File: src/rtl/ex_mem_pkg.sv
// Shared definitions for the EX->MEM pipeline register: control-word bit
// positions, skid-buffer occupancy encoding and the entry layout.
package ex_mem_pkg;

  localparam int CTRL_MEMREAD     = 5;
  localparam int CTRL_MEMWRITE    = 4;
  localparam int CTRL_MEMTOREG_HI = 3;
  localparam int CTRL_MEMTOREG_LO = 2;
  localparam int CTRL_REGWRITE    = 1;
  localparam int CTRL_REGDST      = 0;

  // Only the low six bits of the control word carry meaning.
  localparam int CTRL_DEC_W = 6;

  localparam int ENTRY_PC_W    = 32;
  localparam int ENTRY_DATA_W  = 32;
  localparam int ENTRY_RADDR_W = 5;

  typedef enum logic [1:0] {
    OCC_EMPTY = 2'd0,
    OCC_ONE   = 2'd1,
    OCC_TWO   = 2'd2
  } occ_e;

  // Default-width entry; the pipeline declares its own parametrised copy
  // with the same field order.
  typedef struct packed {
    logic [CTRL_DEC_W-1:0]    ctrl;
    logic [ENTRY_PC_W-1:0]    pc_plus4;
    logic [ENTRY_DATA_W-1:0]  alu_out;
    logic [ENTRY_DATA_W-1:0]  wdata;
    logic [ENTRY_RADDR_W-1:0] rd;
  } ex_mem_entry_t;

  // A result can be forwarded from EX/MEM only if it writes the register
  // file and is not a load (load data is not available yet).
  function automatic logic fwd_eligible(input logic [CTRL_DEC_W-1:0] ctrl);
    return ctrl[CTRL_REGWRITE] & ~ctrl[CTRL_MEMREAD];
  endfunction

endpackage

File: src/rtl/pipe_skid_buf.sv
// Generic two-entry valid/ready skid buffer with synchronous flush.
// The head entry drives the output; the skid entry catches the beat that
// arrives while ready is still high because ready is registered.
module pipe_skid_buf
  import ex_mem_pkg::*;
#(
  parameter int W = 8
) (
  input  logic         clk,
  input  logic         rst_n,
  input  logic         i_valid,
  output logic         o_ready,
  input  logic [W-1:0] i_data,
  input  logic         i_flush,
  output logic         o_valid,
  input  logic         i_ready,
  output logic [W-1:0] o_data,
  output occ_e         o_state
);

  // Handshake: a beat moves on a rising edge when valid and ready are both
  // high on that side; valid never depends on ready, and ready is a register
  // so an upstream beat offered while ready=1 is always captured.

  occ_e         r_state;
  occ_e         w_state_nxt;
  logic [W-1:0] r_head;
  logic [W-1:0] r_skid;
  logic         r_ready;
  logic         w_accept;
  logic         w_drain;
  logic         w_head_from_in;
  logic         w_head_from_skid;
  logic         w_skid_from_in;

  assign w_accept = i_valid & r_ready;
  assign w_drain  = o_valid & i_ready;

  always_comb begin
    w_state_nxt      = r_state;
    w_head_from_in   = 1'b0;
    w_head_from_skid = 1'b0;
    w_skid_from_in   = 1'b0;
    if (i_flush) begin
      w_state_nxt = OCC_EMPTY;
    end else begin
      case (r_state)
        OCC_EMPTY: begin
          if (w_accept) begin
            w_state_nxt    = OCC_ONE;
            w_head_from_in = 1'b1;
          end
        end
        OCC_ONE: begin
          if (w_accept && w_drain) begin
            w_head_from_in = 1'b1;
          end else if (w_accept) begin
            w_state_nxt    = OCC_TWO;
            w_skid_from_in = 1'b1;
          end else if (w_drain) begin
            w_state_nxt = OCC_EMPTY;
          end
        end
        OCC_TWO: begin
          // Ready is low here, so only a drain can happen.
          if (w_drain) begin
            w_state_nxt      = OCC_ONE;
            w_head_from_skid = 1'b1;
          end
        end
        default: w_state_nxt = OCC_EMPTY;
      endcase
    end
  end

  always_ff @(posedge clk or negedge rst_n) begin
    if (!rst_n) begin
      r_state <= OCC_EMPTY;
      r_ready <= 1'b1;
      r_head  <= '0;
      r_skid  <= '0;
    end else begin
      r_state <= w_state_nxt;
      r_ready <= (w_state_nxt != OCC_TWO);
      if (w_head_from_in) begin
        r_head <= i_data;
      end else if (w_head_from_skid) begin
        r_head <= r_skid;
      end
      if (w_skid_from_in) begin
        r_skid <= i_data;
      end
    end
  end

  assign o_ready = r_ready;
  assign o_valid = (r_state != OCC_EMPTY);
  assign o_data  = r_head;
  assign o_state = r_state;

endmodule

File: src/rtl/ex_mem_pipe.sv
// EX->MEM pipeline stage: skid-buffered payload, control decode masked by
// valid, forwarding tap for the hazard unit and a saturating stall counter.
module ex_mem_pipe
  import ex_mem_pkg::*;
#(
  parameter int DATA_W  = 32,
  parameter int PC_W    = 32,
  parameter int RADDR_W = 5,
  parameter int CTRL_W  = 6,
  parameter int STALL_W = 16
) (
  input  logic               clk,
  input  logic               reset,
  input  logic               in_valid,
  output logic               in_ready,
  input  logic [CTRL_W-1:0]  in_ctrl,
  input  logic [PC_W-1:0]    in_pc_plus4,
  input  logic [DATA_W-1:0]  in_alu_out,
  input  logic [DATA_W-1:0]  in_wdata,
  input  logic [RADDR_W-1:0] in_rd,
  input  logic               flush,
  output logic               out_valid,
  input  logic               out_ready,
  output logic               reg_write,
  output logic               mem_read,
  output logic               mem_write,
  output logic               reg_dst,
  output logic [1:0]         mem_to_reg,
  output logic [DATA_W-1:0]  alu_out,
  output logic [DATA_W-1:0]  wdata,
  output logic [PC_W-1:0]    pc_plus4,
  output logic [RADDR_W-1:0] rd,
  output logic               fwd_valid,
  output logic [RADDR_W-1:0] fwd_rd,
  output logic [DATA_W-1:0]  fwd_data,
  output logic [STALL_W-1:0] stall_cnt,
  input  logic               clr_stats,
  output occ_e               dbg_occ
);

  typedef struct packed {
    logic [CTRL_DEC_W-1:0] ctrl;
    logic [PC_W-1:0]       pc_plus4;
    logic [DATA_W-1:0]     alu_out;
    logic [DATA_W-1:0]     wdata;
    logic [RADDR_W-1:0]    rd;
  } entry_t;

  localparam int ENTRY_W = $bits(entry_t);

  entry_t             w_in_entry;
  entry_t             w_head;
  logic [ENTRY_W-1:0] w_head_bits;
  logic               w_out_valid;
  logic [STALL_W-1:0] r_stall_cnt;

  if (CTRL_W < CTRL_DEC_W) begin : g_ctrl_w_check
    $error("ex_mem_pipe: CTRL_W must be at least 6");
  end

  // Bits above the decoded field are reserved and deliberately dropped.
  if (CTRL_W > CTRL_DEC_W) begin : g_ctrl_hi
    logic w_unused_ctrl_hi;
    assign w_unused_ctrl_hi = ^in_ctrl[CTRL_W-1:CTRL_DEC_W];
  end

  assign w_in_entry.ctrl     = in_ctrl[CTRL_DEC_W-1:0];
  assign w_in_entry.pc_plus4 = in_pc_plus4;
  assign w_in_entry.alu_out  = in_alu_out;
  assign w_in_entry.wdata    = in_wdata;
  assign w_in_entry.rd       = in_rd;

  pipe_skid_buf #(
    .W (ENTRY_W)
  ) u_skid (
    .clk     (clk),
    .rst_n   (reset),
    .i_valid (in_valid),
    .o_ready (in_ready),
    .i_data  (w_in_entry),
    .i_flush (flush),
    .o_valid (w_out_valid),
    .i_ready (out_ready),
    .o_data  (w_head_bits),
    .o_state (dbg_occ)
  );

  assign w_head    = entry_t'(w_head_bits);
  assign out_valid = w_out_valid;

  // Masking keeps a bubble from ever writing memory or the register file.
  assign reg_write  = w_out_valid & w_head.ctrl[CTRL_REGWRITE];
  assign mem_read   = w_out_valid & w_head.ctrl[CTRL_MEMREAD];
  assign mem_write  = w_out_valid & w_head.ctrl[CTRL_MEMWRITE];
  assign reg_dst    = w_out_valid & w_head.ctrl[CTRL_REGDST];
  assign mem_to_reg = {2{w_out_valid}} & w_head.ctrl[CTRL_MEMTOREG_HI:CTRL_MEMTOREG_LO];

  assign alu_out  = w_head.alu_out;
  assign wdata    = w_head.wdata;
  assign pc_plus4 = w_head.pc_plus4;
  assign rd       = w_head.rd;

  assign fwd_valid = w_out_valid & fwd_eligible(w_head.ctrl);
  assign fwd_rd    = w_head.rd;
  assign fwd_data  = w_head.alu_out;

  always_ff @(posedge clk or negedge reset) begin
    if (!reset) begin
      r_stall_cnt <= '0;
    end else if (clr_stats) begin
      r_stall_cnt <= '0;
    end else if (w_out_valid && !out_ready && !(&r_stall_cnt)) begin
      r_stall_cnt <= r_stall_cnt + STALL_W'(1);
    end
  end

  assign stall_cnt = r_stall_cnt;

endmodule

File: config.mk
export PLATFORM = sky130hd
export DESIGN_NAME = ex_mem_pipe
export DESIGN_NICKNAME = d
export VERILOG_FILES = /design/src/rtl/ex_mem_pkg.sv /design/src/rtl/pipe_skid_buf.sv /design/src/rtl/ex_mem_pipe.sv
export SDC_FILE = /design/constraint.sdc
export NUM_CORES = 1
export LEC_CHECK = 0
export CAP_MARGIN = 5
export CORE_MARGIN = 2
export CORE_UTILIZATION = 50
export DETAILED_ROUTE_END_ITERATION = 16
export GPL_TIMING_DRIVEN = 0
export PLACE_DENSITY = 0.89
export RECOVER_POWER = 50
export REMOVE_ABC_BUFFERS = 1
export SLEW_MARGIN = 20
export SYNTH_ARGS = -nofsm -noshare
export SYNTH_HDL_FRONTEND = slang
export SYNTH_HIERARCHICAL = 1
export SYNTH_SLANG_ARGS = --single-unit
File: constraint.sdc
create_clock -name clk -period 3 [get_ports clk]
set_input_delay 0.45 -clock clk [delete_from_list [all_inputs] [get_ports clk]]
set_output_delay 0.45 -clock clk [all_outputs]
set_load 0.03 [all_outputs]
==> impl_results.md, run 1 <==
* Outcome: finished with violations
* Failing checks: max-capacitance violations, max-slew violations
* Area after DPL at between 10000 and 15000 sq um
* Synth-to-Final Area Change at 35.7%
* Element type at the critical path end: primary output
* Switching power at 0.00437 W
* Data required, critical path at 2.55 ns
* Commonest non-fill, non-tap cell in the layout: mux2_2
* Routed wire length at 23400 microns
* Crit path max fanout at 9
* Worst slew pin tran at 1.94 ns
* Slew HR at -0.293
* ANT nets after route at 0
* Clock Power Share at 0.243
* Dpl ws at -0.0936 ns
* Initial Utilization at 0.508
* Share of layout cells above drive strength 1 at 0.355
* Via count at 6696
* Worst-path clk slew at about 0.050 ns
* Fin. max-slew vios at 72
* Mapped Area at ~11000 sq um
* Initial antenna violation count at 1
* FF+latch count, synth at 233
* Max-cap violations at 1
* Yosys Warn Count at 6
* Critical path launch point type: flip-flop
* Port Buffers at 277
* HP Class: flip-flop to flip-flop
* Clock skew at approximately 0.0087 ns
* First-pass GRT wire length at roughly 37000 microns
* Total CTS buffers at 25
* H-tree levels at 1
* Die X-Extent at between 100 and 150 microns
* PD cells at 906 nW/um^2
* Resized cells post-CTS at 0
* Post-route setup slack at 0.314 ns
* Final net count at 1083
* Ys async rst share at 1.00
* Final Cell Area at between 10000 and 15000 sq um
* Worst skew pair latency at 0.50 ns
* Leakage power at 6.21 nW
* Number of top-level pins at around 280
* Final setup violation count at 0
* Finished Core Util at 0.689
* Fraction of power spent switching nets at 0.335
* Setup TNS Final at 0 ns
* GRT Total Usage at 0.206
* Vias in the first global route at ~7000
* Synthesized area per cell at 14.6 sq um
* Largest net degree at the start of global routing at 86
* Clock sinks at about 230
* Post-layout minimum cycle time at 2.69 ns
* R2r setup slk at ~0.45 ns
* Unrepaired setup endpoints after global routing: false
* Remaining Overflow, GRT at 0
* Final Wtd Congestion at around 0.8
* Most frequent cells in the layout: mux2_2, clkdlybuf4s50_1, dfrtp_1, dlygate4sd3_1, mux2_1
* Synth cell types at 44
* Drt pass-1 iters at 6
* Hold WS at 0.496 ns
* Fmax at around 370 MHz
* Hpwl dp at 16000 microns
* Number of synthesized flops with an enable pin at 0
* DRC at 0
* Cell row count at 53
* Via/cell ratio at 5.31
* Logic gate share of total power at 0.391
* Core area at 20900 sq um
* Internal power at 0.00866 W
* Worst vdd ir at 0.591 mV
* CTS tree: built
* Reg power frac at 0.366
* CTS Buffer Depth at 3
* Wire per inst at about 19 microns
* Die area at 22400 sq um
* DIE HEIGHT at 150 microns
* CTS root buf: clkbuf_16
* Seq/Total Area, Yosys at 0.550
* Crit path DAT at 2.24 ns
* Setup CP Type: flip-flop to primary output
* Final Hold Viols at 0
* Crit share post-route at 0.895
* Cell count after synthesis at 728
* Most used DFF post-synth: dfrtp_1
* DRT iter0 DRCs at 200
-- final cells by class --
class	count	area [sq um]
fill	1428	6500
tap	275	344
sequential	233	5830
multi-input combinational	416	4270
clock inverter	6	105
antenna	1	2.50
clock buffer	38	754
inverter	4	15.0
timing repair buffer	289	3070
-- power groups by stage --
stage / clock network (W) / registers, W / logic (W)
after floorplan: 0 / 0.00629 / 0.00143
after global placement: 0 / 0.00476 / 0.00511
after detailed placement: 0 / 0.00483 / 0.00522
after CTS: 0.00325 / 0.00479 / 0.00525
after global routing: 0.00339 / 0.00491 / 0.00535
final: 0.00316 / 0.00478 / 0.00510
-- flip-flops by register name, summed over array words and instances (netlist names) --
name	flops
stall_cnt	16
u_skid/o_data	107
u_skid/o_state	2
u_skid/r_skid	107
u_skid/o_ready	1
-- through the flow --
stage / cells / power, W
after floorplan: 653 / 0.00773
after global placement: 1205 / 0.00987
after detailed placement: 1216 / 0.0100
after CTS: 1261 / 0.0133
after global routing: 1261 / 0.0137
final: 1262 / 0.0130
-- timing repair --
| item | 4_1_cts | 5_1_grt |
|---|---|---|
| endpoints found under the setup margin | 0 | 0 |
| buffers inserted | 0 | 0 |
| endpoints found under the hold margin | 70 | 0 |
| hold buffers | 1 | 0 |
-- synth_stat cells (2+ instances only) --
cell type  instances  area share
buf_2             27       0.013
nor2b_1            4      0.0024
mux2i_1            2      0.0019
buf_4             38       0.027
and3_1             2      0.0012
or3_1              2      0.0012
and2_1             6      0.0035
inv_1              4      0.0014
a21oi_1           12      0.0057
mux2_2           289        0.31
nand2b_1           2      0.0012
dfrtp_1          232        0.55
o41ai_1            2      0.0017
buf_6              8      0.0085
nand2_1           11      0.0039
clkbuf_1           2     0.00071
mux2_1            32       0.034
or4_1              8      0.0057
nand4_1            3      0.0018
o31ai_1            8      0.0057
o311ai_0           2      0.0017
o21ai_0            2     0.00094
nor2_1             6      0.0021
and4_1             3      0.0025
o21a_1             2      0.0014
-- critical path: stages, from the launching register on --
cell	delay (ns)
dfrtp_1	0.43
or2_2	0.40
and2_1	0.20
nor2b_1	0.13
clkdlybuf4s50_1	0.58
-- logic make-up (layout without fill, tap and decap cells) --
group                      after synthesis  in the layout  synth area share
buffers and inverters                   79            337            0.0502
DFF                                    233            233             0.550
xor gates and xnor gates                 1              1          0.000826
other                                    0              1                 0
and+or+nand+nor                         61             61            0.0368
adders and majority gates                1              1           0.00118
AOI/OAI and AO/OA                       30             30            0.0185
muxes                                  323            323             0.343
-- layer usage --
layer | share of wire | track usage | up-vias
li1 | - | - | 3077
met1 | 0.41 | 0.257 | 3382
met2 | 0.50 | 0.356 | 214
met3 | 0.081 | 0.0613 | 23
met4 | 0.014 | 0.0486 | 0
met5 | 0 | 0 | -
-- worst paths after layout --
check | startpoint | to | depth (start not counted)
worst max-delay path | u_skid/o_state[1] | fwd_valid | 4
worst min-delay path | u_skid/o_data[103] | u_skid/o_data[103] | 1
worst max register to register | u_skid/o_ready | u_skid/o_data[97] | 7
worst min register to register | u_skid/o_data[103] | u_skid/o_data[103] | 1
max in group asynchronous | reset | u_skid/r_skid[23] | 3
min in group asynchronous | reset | u_skid/r_skid[99] | 2
Note: power is estimated with default switching activity, not from simulation.
==> run 2, diff against run 1 <==
--- a/config.mk
+++ b/config.mk
@@ -6,7 +6,6 @@
 export NUM_CORES = 1
 export LEC_CHECK = 0
 export CAP_MARGIN = 5
-export CORE_MARGIN = 2
 export CORE_UTILIZATION = 50
 export DETAILED_ROUTE_END_ITERATION = 16
 export GPL_TIMING_DRIVEN = 0
==> run 2 against run 1 <==
The run now ends clean. Final area about the same. Combinational power increased by 1%. Clock skew about the same. Sequential power about the same. Register-to-register slack got worse by 0.07 ns. Critical path type unchanged. Critical endpoint unchanged. Largest cell class unchanged.
==> impl_results.md, run 2 (synthesized netlist as in run 1, its figures left out) <==
* Outcome: complete, no violations
* Via/cell ratio at 5.36
* Final net count at 1084
* Core area at 20500 sq um
* Synth-to-Final Area Change at 35.6%
* Fmax at 369 MHz
* Port Buffers at 277
* Dpl cells at 1211
* Cts hold-fix bufs at 1
* Post-Layout Cell Count at between 1000 and 1500
* HP Class: flip-flop to flip-flop
* Unrepaired setup endpoints after global routing: false
* Most frequent cells in the layout: mux2_2, clkdlybuf4s50_1, dfrtp_1, mux2_1, clkbuf_16
* Crit share post-route at 0.904
* Post-layout minimum cycle time at 2.71 ns
* Finished Core Util at 0.702
* Clock sinks at around 230
* Remaining Overflow, GRT at 0
* Critical path launch point type: flip-flop
* Number of top-level pins at around 280
* Slew HR at 0.168
* CTS Buffer Depth at 3
* Setup CP Type: flip-flop to primary output
* Die X-Extent at 148 microns
* R2R depth at 5
* Clock skew at slightly above 0.008 ns
* DIE HEIGHT at 148 microns
* Fin. max-slew vios at 0
* DRC at 0
* PD cells at 917 nW/um^2
* Element type at the critical path end: primary output
* Initial antenna violation count at 1
* Total CTS buffers at 26
* Final Wtd Congestion at 0.815
* Worst skew pair latency at between 0.5 and 0.6 ns
* Max-cap violations at 0
* Crit path DAT at 2.26 ns
* Wire per inst at 18.3 microns
* Worst-path clk slew at approximately 0.060 ns
* Worst-path cell chain: or2_2, and2_1, nor2b_1, clkdlybuf4s50_1
* First-pass GRT wire length at 37800 microns
* Final Hold Viols at 0
* Crit path largest cell delay at 0.58 ns
* ANT nets after route at 0
* Initial Utilization at 0.518
* Hold Path Stages at 1
* Largest net degree at the start of global routing at 100
* Commonest non-fill, non-tap cell in the layout: mux2_2
* CTS tree: built
* Share of layout cells above drive strength 1 at 0.358
* Crit-path slowest cell: clkdlybuf4s50_1
* Cell row count at 52
* GRT Total Usage at 0.215
* Worst slew pin tran at 1.25 ns
* Worst vdd ir at 0.622 mV
* Data required, critical path at 2.55 ns
* Resized cells post-CTS at 0
* Post-CTS setup buffers at 0
* Via count at between 6000 and 7000
* DRT iter0 DRCs at 204
* Routed wire length at 23100 microns
* CTS root buf: clkbuf_16
* Crit path max fanout at 9
* Hpwl dp at 15700 microns
* Vias in the first global route at around 7300
* Leakage power at between 6 and 7 nW
* Hold WS at 0.498 ns
* Die area at 21800 sq um
* H-tree levels at 1
* Final setup violation count at 0
* Drt pass-1 iters at 4
-- run 2: final timing paths --
path                                   startpoint                 to  slack [ns]
min in group asynchronous                   reset   u_skid/o_data[6]        0.75
worst max-delay path            u_skid/o_state[1]          fwd_valid        0.29
max in group asynchronous                   reset     u_skid/o_ready        1.15
worst max register to register  u_skid/o_state[1]  u_skid/r_skid[54]        0.38
worst min register to register  u_skid/o_data[87]  u_skid/o_data[87]        0.50
worst min-delay path            u_skid/o_data[87]  u_skid/o_data[87]        0.50
-- run 2: worst max-delay path, delay by kind of cell, from the launching register on --
| kind | cells | cell delay [ns] |
|---|---|---|
| AND/OR/NAND/NOR | 3 | 0.73 |
| buffers and inverters | 1 | 0.58 |
| flip-flops | 1 | 0.45 |
-- run 2: per-layer routing --
layer	vias up	global-route usage	wire, microns
met5	-	0	0
met4	0	0.0691	550
met3	39	0.0667	1930
met2	228	0.368	11500
met1	3391	0.258	9070
li1	3079	-	-
-- run 2: power breakdown --
group          switching, W  internal, W
registers          0.000587      0.00420
logic               0.00262      0.00253
clock network       0.00125      0.00199
-- run 2: metrics by stage --
| stage | area (sq um) | total power [W] | setup TNS [ns] | setup slack (ns) |
|---|---|---|---|---|
| finish | 14400 | 0.0132 | 0 | 0.287 |
| global route | 14400 | 0.0138 | 0 | 0.209 |
| CTS | 14400 | 0.0134 | 0 | 0.268 |
| detailed placement | 13500 | 0.0100 | -1.03 | -0.0953 |
| global placement | 13200 | 0.00987 | -2645.35 | -8.43 |
| floorplan | 10100 | 0.00773 | -236.20 | -1.54 |
-- run 2: area by class of cell --
type                    count  area (sq um)
clock inverters            12           143
well taps                 270           338
inverters                   4          15.0
repair buffers            289          3060
flip-flops and latches    233          5830
clock buffers              33           738
fillers                  1394          6110
multi-input cells         416          4260
diodes                      1          2.50
==> run 3, diff against run 2 <==
--- a/config.mk
+++ b/config.mk
@@ -6,10 +6,12 @@
 export NUM_CORES = 1
 export LEC_CHECK = 0
 export CAP_MARGIN = 5
-export CORE_UTILIZATION = 50
+export CELL_PAD_IN_SITES_DETAIL_PLACEMENT = 1
+export CELL_PAD_IN_SITES_GLOBAL_PLACEMENT = 1
+export CORE_UTILIZATION = 43
 export DETAILED_ROUTE_END_ITERATION = 16
 export GPL_TIMING_DRIVEN = 0
-export PLACE_DENSITY = 0.89
+export PLACE_DENSITY = 0.93
 export RECOVER_POWER = 50
 export REMOVE_ABC_BUFFERS = 1
 export SLEW_MARGIN = 20
==> run 3 against run 2 <==
The run now ends with max-capacitance violations, max-slew violations left. Total power increased by 1.0%. Via count increased by 2.8%. Maximum frequency decreased by 4.1%. Critical path type is now input pin to flip-flop. Largest power group unchanged.
==> impl_results.md, run 3 (synthesized netlist as in run 1, its figures left out) <==
* Post-Layout Cell Count at 1312
* Worst path top cell family by delay: buffers and inverters
* Hpwl dp at 19600 microns
* Initial antenna violation count at 0
* Worst Hold Launch: u_skid/o_data[34]
* Via/cell ratio at 5.28
* Total CTS buffers at 26
* Wire per inst at 22.3 microns
* Remaining Overflow, GRT at 0
* CTS root buf: clkbuf_16
* Number of top-level pins at 278
* N_diodes at 0
* Fraction of power spent switching nets at 0.352
* Logic gate share of total power at 0.394
* Largest net degree at the start of global routing at 97
* Synth-to-Final Area Change at 36.0%
* Die area at 25300 sq um
* Buf+Inv Stages, Crit Path at 2
* CTS tree: built
* H-tree levels at 1
* PD cells at around 920 nW/um^2
* Die X-Extent at 159 microns
* Worst vdd ir at 0.667 mV
* Dpl cells at 1265
* Initial Utilization at 0.437
* Switching power at 0.00468 W
* Worst r2r src: u_skid/o_state[1]
* Final Cell Area at between 10000 and 15000 sq um
* Worst skew pair latency at 0.53 ns
* Data required, critical path at 3.40 ns
* Vias in the first global route at a little over 8000
* Worst-path clk slew at around 0.060 ns
* Most frequent cells in the layout: mux2_2, clkdlybuf4s50_1, dfrtp_1, dlygate4sd3_1, mux2_1
* Crit path DAT at 3.23 ns
* R2r setup slk at 0.21 ns
* Finished Core Util at 0.595
* Fill cells at 2267
* Routed wire length at 29200 microns
* Crit-path slowest cell: buf_2
* Crit path max fanout at 47
* Fmax at 353 MHz
* Worst slew pin tran at roughly 1.5 ns
* ANT nets after route at 0
* Clock skew at 0.0184 ns
* Critical path launch point type: input pin
* GRT Total Usage at 0.234
* Clock sinks at 233
* Port Buffers at 277
* Max-cap violations at 1
* Fin. max-slew vios at 59
* Cell row count at 57
* DRC at 0
* DIE HEIGHT at 159 microns
* Internal power at 0.00863 W
* Final Hold Viols at 0
* Outcome: finished with violations
* Slew HR at -0.0144
* Commonest non-fill, non-tap cell in the layout: mux2_2
* Post-layout minimum cycle time at 2.83 ns
* Crit share post-route at 0.943
* Via count at 6926
* Element type at the critical path end: flip-flop
* First-pass GRT wire length at 46900 microns
* Drt pass-1 iters at 4
* Leakage power at 6.19 nW
* Crit path largest cell delay at 0.97 ns
* Final net count at 1084
* Post-CTS setup buffers at 0
* Setup CP Type: input pin to flip-flop
* HP Class: flip-flop to flip-flop
* Reg power frac at 0.365
* Share of layout cells above drive strength 1 at 0.352
* Crit path from: flush
* Worst-path cell chain: clkdlybuf4s50_1, and4bb_1, nand2_4, buf_2, mux2_2
* Final Wtd Congestion at 0.791
* Unrepaired setup endpoints after global routing: false
* Area after DPL at 13600 sq um
* Core area at 24200 sq um
* Failing checks: max-capacitance violations, max-slew violations
* Clock Power Share at 0.242
* DRT iter0 DRCs at 238
* Final setup violation count at 0
* CTS Buffer Depth at 3
## run 3: what timing repair did
| item | in CTS | in global routing |
|---|---|---|
| gates resized for setup | 0 | 0 |
| hold buffers | 1 | 0 |
| hold endpoints to repair | 58 | 0 |
## run 3: power by group through the flow
stage	sequential [W]	clock, W	combinational, W
floorplan	0.00629	0	0.00143
global placement	0.00476	0	0.00512
detailed placement	0.00488	0	0.00530
CTS	0.00488	0.00330	0.00539
global route	0.00498	0.00340	0.00548
finish	0.00485	0.00322	0.00524
## run 3: worst paths after layout
path                       depth (start not counted)                  to
setup / recovery                                   5   u_skid/r_skid[30]
hold / removal                                     1   u_skid/o_data[34]
setup reg to reg                                   4   u_skid/r_skid[30]
hold reg to reg                                    1   u_skid/o_data[34]
max in group asynchronous                          4  u_skid/r_skid[100]
min in group asynchronous                          2   u_skid/r_skid[25]
## run 3: area by class of cell
cell class,count,area (sq um),share of cell area
flip-flops and latches,233,5830,0.404
multi-input cells,416,4270,0.296
repair buffers,289,3040,0.211
clock buffers,40,773,0.0536
well taps,324,405,0.0281
clock inverters,6,95.1,0.00659
inverters,4,15.0,0.00104
## run 3: through the flow
stage	power, W	hold WS, ns	setup slack (ns)	setup TNS (ns)
3_5_place_dp	0.0102	0.407	-0.149	-1.89
5_1_grt	0.0139	0.512	0.0888	0
4_1_cts	0.0136	0.440	0.155	0
2_1_floorplan	0.00773	0.154	-1.54	-236.20
6_report	0.0133	0.501	0.171	0
3_3_place_gp	0.00988	0.481	-8.67	-2733.57
## run 3: routing by layer
metal / up-vias / GRT usage / share of wire
li1: 3074 / - / -
met1: 3590 / 0.265 / 0.38
met2: 220 / 0.438 / 0.54
met3: 42 / 0.0586 / 0.063
met4: 0 / 0.0551 / 0.019
met5: - / 0 / 0
